**config.mk**
```make
export PLATFORM = sky130hd
export DESIGN_NAME = image_screen_anim
export DESIGN_NICKNAME = d
export VERILOG_FILES = /design/src/rtl/image_screen_anim.sv
export SDC_FILE = /design/constraint.sdc
export NUM_CORES = 1
export LEC_CHECK = 0
export BUFFER_PORTS_ARGS = -buffer_cell sky130_fd_sc_hd__buf_2
export CORE_ASPECT_RATIO = 0.7
export CORE_MARGIN = 4
export CORE_UTILIZATION = 41
export DETAILED_ROUTE_END_ITERATION = 12
export RECOVER_POWER = 50
export SYNTH_ARGS = -nofsm -noshare
export SYNTH_HDL_FRONTEND = slang
export SYNTH_SLANG_ARGS = --single-unit
export TNS_END_PERCENT = 100
```
**constraint.sdc**
```tcl
create_clock -name vga_clk -period 13.9 [get_ports vga_clk]
set_clock_uncertainty 0.1 [all_clocks]
set_input_delay 1.39 -clock vga_clk [delete_from_list [all_inputs] [get_ports vga_clk]]
set_output_delay 1.39 -clock vga_clk [all_outputs]
set_load 0.01 [all_outputs]
```
**src/rtl/image_screen_anim.sv**
```systemverilog
// Scaled, animated splash image with palette lookup and fade-in/out sequencing.
// Define IMAGE_SCREEN_FADE_EN to enable brightness fading; otherwise cut in/out.
module image_screen_anim #(
   parameter int IMG_W       = 100,
   parameter int IMG_H       = 15,
   parameter int FRAMES      = 4,
   parameter int PAL_BITS    = 2,
   parameter int ADDR_W      = 13,
   parameter int ANIM_HOLD   = 8,
   parameter int HOLD_FRAMES = 120,
   parameter int FADE_STEP   = 2
) (
   input  logic                vga_clk,
   input  logic                reset_n,
   input  logic [9:0]          DrawX,
   input  logic [9:0]          DrawY,
   input  logic                blank,
   input  logic                start,
   input  logic                stop,
   output logic [ADDR_W-1:0]   rom_addr,
   input  logic [PAL_BITS-1:0] rom_q,
   output logic [PAL_BITS-1:0] pal_index,
   input  logic [3:0]          pal_r,
   input  logic [3:0]          pal_g,
   input  logic [3:0]          pal_b,
   output logic [3:0]          red,
   output logic [3:0]          green,
   output logic [3:0]          blue,
   output logic                busy,
   output logic                done
);

   localparam int FS_W = (FRAMES > 1) ? $clog2(FRAMES) : 1;
   localparam logic [31:0] IW       = 32'(IMG_W);
   localparam logic [31:0] FRAME_SZ = 32'(IMG_W * IMG_H);

   localparam logic [2:0] S_IDLE = 3'd0;
   localparam logic [2:0] S_FIN  = 3'd1;
   localparam logic [2:0] S_SHOW = 3'd2;
   localparam logic [2:0] S_FOUT = 3'd3;
   localparam logic [2:0] S_DONE = 3'd4;

`ifdef IMAGE_SCREEN_FADE_EN
   localparam logic [2:0] S_ENTER = S_FIN;
   localparam logic [2:0] S_LEAVE = S_FOUT;
`else
   localparam logic [2:0] S_ENTER = S_SHOW;
   localparam logic [2:0] S_LEAVE = S_DONE;
`endif

   logic [2:0]      state;
   logic [2:0]      state_n;
   logic [15:0]     tick_cnt;
   logic [15:0]     anim_cnt;
   logic [FS_W-1:0] frame_sel;
   logic [4:0]      level;
   logic            blank_d;
   logic            tick_cond;
   logic            tick_q;
   logic            frame_tick;
   logic            step_hit;
   logic            hold_hit;
   logic            in_view;
   logic [31:0]     x_col;
   logic [31:0]     y_row;

   // Nearest-lower texel for a 640x480 screen stretched over the image.
   assign x_col   = (32'(DrawX) * IW) / 32'd640;
   assign y_row   = (32'(DrawY) * 32'(IMG_H)) / 32'd480;
   assign in_view = (DrawX < 10'd640) && (DrawY < 10'd480);
   assign rom_addr = in_view
      ? ADDR_W'(32'(frame_sel) * FRAME_SZ + y_row * IW + x_col)
      : '0;

   assign pal_index = rom_q;

   assign tick_cond  = (DrawX == 10'd0) && (DrawY == 10'd480);
   assign frame_tick = tick_cond & ~tick_q;

   assign step_hit = frame_tick
                  && (tick_cnt == 16'(FADE_STEP - 1));
   assign hold_hit = frame_tick && (HOLD_FRAMES != 0)
                  && (tick_cnt == 16'(HOLD_FRAMES - 1));

   assign busy = (state != S_IDLE);
   assign done = (state == S_DONE);

   always_comb begin
      state_n = state;
      unique case (state)
         S_IDLE: if (start) state_n = S_ENTER;
         S_FIN: begin
            if (stop)
               state_n = S_FOUT;
            else if (step_hit && level == 5'd15)
               state_n = S_SHOW;
         end
         S_SHOW: if (stop || hold_hit) state_n = S_LEAVE;
         S_FOUT: begin
            if (level == 5'd0 || (step_hit && level == 5'd1))
               state_n = S_DONE;
         end
         S_DONE: state_n = S_IDLE;
         default: state_n = S_IDLE;
      endcase
   end

   always_ff @(posedge vga_clk) begin
      if (!reset_n) begin
         state    <= S_IDLE;
         tick_q   <= 1'b0;
         tick_cnt <= '0;
      end else begin
         state  <= state_n;
         tick_q <= tick_cond;
         if (state_n != state)
            tick_cnt <= '0;
         else if (step_hit && (state == S_FIN || state == S_FOUT))
            tick_cnt <= '0;
         else if (frame_tick && state != S_IDLE)
            tick_cnt <= tick_cnt + 16'd1;
      end
   end

   // Animation only steps on frame_tick, i.e. during vertical blank.
   always_ff @(posedge vga_clk) begin
      if (!reset_n || state == S_IDLE) begin
         anim_cnt  <= '0;
         frame_sel <= '0;
      end else begin
         if (frame_tick) begin
            if (anim_cnt == 16'(ANIM_HOLD - 1)) begin
               anim_cnt  <= '0;
               frame_sel <= (frame_sel == FS_W'(FRAMES - 1))
                          ? '0 : frame_sel + FS_W'(1);
            end else begin
               anim_cnt <= anim_cnt + 16'd1;
            end
         end
         if (state_n != state)
            anim_cnt <= '0;
      end
   end

`ifdef IMAGE_SCREEN_FADE_EN
   always_ff @(posedge vga_clk) begin
      if (!reset_n || state == S_IDLE)
         level <= 5'd0;
      else if (state == S_FIN && !stop && step_hit)
         level <= level + 5'd1;
      else if (state == S_FOUT && step_hit && level != 5'd0)
         level <= level - 5'd1;
   end
`else
   assign level = (state == S_IDLE) ? 5'd0 : 5'd16;
`endif

   // blank_d lines up with rom_q; level 16 passes the colour unchanged.
   always_ff @(posedge vga_clk) begin
      if (!reset_n) begin
         blank_d <= 1'b0;
         red     <= '0;
         green   <= '0;
         blue    <= '0;
      end else begin
         blank_d <= blank;
         red   <= blank_d ? 4'(({5'd0, pal_r} * {4'd0, level}) >> 4) : '0;
         green <= blank_d ? 4'(({5'd0, pal_g} * {4'd0, level}) >> 4) : '0;
         blue  <= blank_d ? 4'(({5'd0, pal_b} * {4'd0, level}) >> 4) : '0;
      end
   end

endmodule

```
# Word level (Yosys, flattened, before mapping)
# Index checks and enable logic that the tools add are counted.
[totals]
n_memories = 0
register_bits = 51
output_inout_bits = 29
in_bits = 39
latchBits = 0
mem_bits_rw = 0
rom_bits = 0
[classes]
magnitude_cmp = 2
shifts = 0
n_reduce_logical = 21
eq_ne = 12
mux = 10
div = 2
n_bitwise = 3
n_addsub = 5
mul = 7
[op_table]
columns = ["cell", "n"]
rows = [
  ["16-bit by 1-bit adder with 16-bit output (second input constant)", 2],
  ["14-bit by 9-bit divider with 32-bit output (second input constant)", 1],
  ["17-bit by 10-bit divider with 32-bit output (second input constant)", 1],
  ["32-bit by 5-bit multiplier with 11-bit output (second input constant)", 1],
  ["13-bit adder", 2],
  ["4-bit by 5-bit multiplier with 8-bit output", 3],
  ["16-bit by 1-bit equality test with 1-bit output (second input constant)", 1],
  ["16-bit by 3-bit equality test with 1-bit output (second input constant)", 1],
  ["16-bit by 7-bit equality test with 1-bit output (second input constant)", 1],
  ["16-bit two-way mux", 1],
  ["10-bit by 5-bit multiplier with 15-bit output (second input constant)", 1],
  ["3-bit two-way mux", 5],
  ["10-bit by 4-bit multiplier with 14-bit output (second input constant)", 1],
  ["13-bit two-way mux", 1],
  ["3-bit case mux with 4 select lines", 1],
  ["2-bit by 9-bit multiplier with 11-bit output (second input constant)", 1],
  ["10-bit by 9-bit equality test with 1-bit output (second input constant)", 1],
  ["10-bit logical NOT", 1],
  ["10-bit < comparator (second input constant)", 1],
  ["10-bit by 9-bit < comparator with 1-bit output (second input constant)", 1],
  ["1-bit logical AND", 8],
  ["3-bit by 2-bit equality test with 1-bit output (second input constant)", 2],
  ["5-bit by 1-bit equality test with 1-bit output (second input constant)", 1],
  ["5-bit by 4-bit equality test with 1-bit output (second input constant)", 1],
  ["17 further kinds", 22],
]

# Depth between registers and ports, before layout
[logic_depth]
depth_word = 10
ltp_mapped = 45
mapped_depth_nobuf = 45

# Worst setup path before layout
# OpenSTA, ideal clock, no wires.
[synth_timing]
path_type = "input to output"
startpoint = "input DrawX[2]"
endpoint = "output rom_addr[11]"
path_buffers = 2
slack_ns = 1.703
cell_stages = 40
arrival_ns = 10.707
path_cell_list = "clkbuf_1 > inv_1 > ha_1 > ha_1 > fa_1 > ha_1 > a211oi_1 > nor2_1 > xor2_1 > or3_4 > a21oi_2 > a31oi_4 > inv_4 > a21o_1 > and4b_1 > buf_4 > o31ai_1 > a221o_1 > [... 4 more ...] > xnor2_2 > or4_4 > a21oi_1 > mux2_4 > nor3_4 > inv_2 > fa_1 > ha_1 > fa_1 > a21o_1 > a21o_1 > a21oi_1 > nor2_1 > nor2_1 > o21bai_1 > a21oi_1 > xor2_1 > nor2_1"
[synth_between]
elab_chain_len = 4
word_cells_on_any_way = 6
cone_classes = "add/sub: 1; mul: 1; div: 1; order compare: 1; mux: 1; reduce/logical: 1"
[synth_rtl]
columns = ["item", "line_no", "source"]
rows = [
  ["from (decl)", "15", "input logic [9:0] DrawX,"],
  ["10-bit by 5-bit multiplier with 15-bit output", "68", "assign x_col = (32'(DrawX) * IW) / 32'd640;"],
  ["17-bit by 10-bit divider with 32-bit output", "68", ""],
  ["13-bit adder", "72", "? ADDR_W'(32'(frame_sel) * FRAME_SZ + y_row * IW + x_col)"],
  ["13-bit two-way mux (*)", "72", ""],
  ["to (decl)", "20", "output logic [ADDR_W-1:0] rom_addr,"],
]
# Every way passes the cells marked *; elsewhere a longest branch is shown, timed or not.

# Worst setup path after layout
# Ends and elaborated chain as after synthesis.

==> metrics.md <==
| Metric | Value |
|---|---|
| CTS Root Buffer Type | `clkbuf_16` |
| RePlAce Congestion | `0.890` |
| Hold path startpoint | `anim_cnt[1]` |
| Placeable Area | `0.0189 mm^2` |
| Wire per inst | `15.4 um` |
| Crit share post-route | `93.5%` |
| Type of the worst min-delay path | `reg2reg` |
| Worst-Margin Slew | `868 ps` |
| Hold-critical path depth | `2` |
| # fillers | `1867` |
| Top-area cell type share of the netlist area | `17.2%` |
| Port Buffers | `63` |
| P&R area growth vs syn | `9.05%` |
| Post-Route Setup TNS | `0 ps` |
| Count leader, synth | `ha_1` |
| Antenna Violating Nets Remaining | `0` |
| Clk_lat worst skew | `290 ps` |
| Area of the multi-input gates | `0.00647 mm^2` |
| Initial antenna violation count | `1` |
| RSZ-0062 raised after global routing | `false` |
| DP HPWL | `15900 um` |
| Reg-to-Reg Start | `tick_q` |
| CTS max path bufs | `2` |
| Ys async rst share | `0%` |
| Final hold violation count | `0` |
| Area of the die | `0.0215 mm^2` |
| Final setup vio count | `0` |
| Most area-hungry cell type in the Yosys netlist | `ha_1` |
| Final Max Slew Viols | `0` |
| Vias in the first global route | `6309` |
| DRC Markers | `0` |
| GR Util All Layers | `17.9%` |
| Cell family with the largest share of critical-path delay | `compound AO/OA/AOI/OAI gates` |
| Sequential-to-total area share from yosys stat | `13.0%` |
| Io pins | `68` |
| Via/cell ratio | `5.48` |
| Htree depth | `2` |
| CTS Buf Count | `5` |
| TritonCTS clock tree | `built` |
| Flop-to-flop setup slack | `11340 ps` |
| Post-synth EDFFs | `0` |
| CP dominant cell by count | `nor2_1` |
| Final Net Count | `1175` |
| Top_reg_cell synth | `dfxtp_1` |
| Outcome | `complete, no violations` |
| Iter 0 DRT Violations | `563` |
| Via count | `6796` |
| Share of cells above drive strength 1 | `12.3%` |
| Routed WL | `19100 um` |
| Cells after Synth | `939` |
| FF+latch count, synth | `51` |
| Rows | `42` |
| Crit. End Element | `primary output` |
| Fmax | `76.9 MHz` |
| Worst path bufs/invs | `5` |
| CP arrival | `11510 ps` |
| Worst EP required | `12410 ps` |
| Max cap viols | `0` |
| Startpoint Class | `input port` |
| Rel. slew slack | `42.0%` |
| CP max stage delay | `540 ps` |
| CTS hold repair buffers | `0` |
| Critical-path top delay cell | `or4_4` |
| Hold endpoint | `anim_cnt[1]` |
| Period minus WS final | `13000 ps` |
| Sequential Area | `0.00102 mm^2` |
| Pin count of the biggest net entering global routing | `19` |
| Max Fanout on Critical Path | `10` |
| Inserted Diodes | `0` |
| Mapped Nets | `1116` |
| Avg Synthesized Cell Area | `8.36 um^2` |
| R2R Path End | `tick_cnt[13]` |
| Initial Util | `41.6%` |
| First-pass GRT wire length | `32200 um` |
| Grt ovf | `0` |
| Cells on worst reg2reg path | `8` |
| Syn. warnings | `0` |
| Initial DRT Pass Iterations | `5` |
| Top cells by area, synth | `ha_1 17%, dfxtp_1 13%, fa_1 7.7%, xor2_1 4.9%, xnor2_1 4.8%` |
| Vert. Die Dim | `124 um` |
| Synth Cell Area | `0.00785 mm^2` |
| Library cells used by synthesis | `109` |
| Clock transition at path regs | `70 ps` |
| Kind of critical path | `in2out` |
| Most frequent cells after synthesis | `108 x ha_1, 93 x nor2_1, 64 x inv_1` |
| CTS Sinks | `51` |
| Die Wd | `173 um` |
-- routing by layer --
| metal | wire [um] | track usage [%] | vias up |
|---|---|---|---|
| met4 | 83 | 1.74 | 2 |
| met2 | 6950 | 24.2 | 199 |
| met1 | 10700 | 29.2 | 3064 |
| met5 | 13 | 0 | - |
| met3 | 1410 | 3.70 | 13 |
| li1 | - | - | 3518 |
-- state kept, by name, summed over array words and instances, names as in the netlist --
register,cells
state,3
red,4
frame_sel,2
blank_d,1
green,4
tick_q,1
anim_cnt,16
tick_cnt,16
blue,4
-- final cells by class --
| cell class | count | area share, % |
|---|---|---|
| multi-input cells | 801 | 75.6 |
| flip-flops and latches | 51 | 11.9 |
| repair buffers | 72 | 4.21 |
| well taps | 242 | 3.54 |
| inverters | 67 | 2.97 |
| clock buffers | 5 | 1.46 |
| clock inverters | 3 | 0.336 |
-- layout by cell type, fill, tap and decap left out, types with 25 or more instances in the layout --
master and instances:
a21o_1 25, a21oi_1 41, buf_2 48, dfxtp_1 51
fa_1 30, ha_1 108, inv_1 64, nand2_1 45
nand3_1 36, nor2_1 93, o21ai_0 27, xnor2_1 43
xor2_1 44
-- worst max-delay path by stage --
stage	from	end	cells after the start
floorplan	DrawX[2]	rom_addr[11]	40
global placement	DrawY[0]	rom_addr[12]	46
detailed placement	DrawY[0]	rom_addr[12]	46
CTS	DrawY[0]	rom_addr[12]	46
global route	DrawX[2]	rom_addr[12]	41
finish	DrawX[2]	rom_addr[11]	40
-- cell families (layout without fill, tap and decap cells) --
group,after synthesis,after routing,share of synthesized area (%)
AO/OA/AOI/OAI,217,217,20.8
XOR/XNOR,89,89,10.2
adder cells (fa/ha/maj),139,139,25.0
buffers and inverters,87,147,4.67
flip-flops,51,51,13.0
multiplexers,18,18,2.58
AND/OR/NAND/NOR,338,338,23.8
-- stage by stage --
stage	setup slack, ps	hold slack [ps]	cell area, um^2	cells	util, %
6_report	903	434	8560	1241	45.4
5_1_grt	112	448	8560	1241	45.4
4_1_cts	486	422	8560	1239	45.4
3_5_place_dp	525	406	8410	1231	44.6
3_3_place_gp	672	399	8410	1231	44.6
2_1_floorplan	1700	371	7850	939	-
-- tightest hold or removal path, delay by kind of cell, from the launching register on --
family,cells,cell delay [ps]
mux,1,80
flops,1,360
simple gates,1,70
-- repair_timing --
action	4_1_cts	5_1_grt
endpoints found under the setup margin	0	3
endpoints found under the hold margin	0	0
buffers inserted	0	2
gates resized for setup	0	2
Power is not shown: default switching activity piles up to over one toggle a cycle in this logic, so the estimate is an artifact.
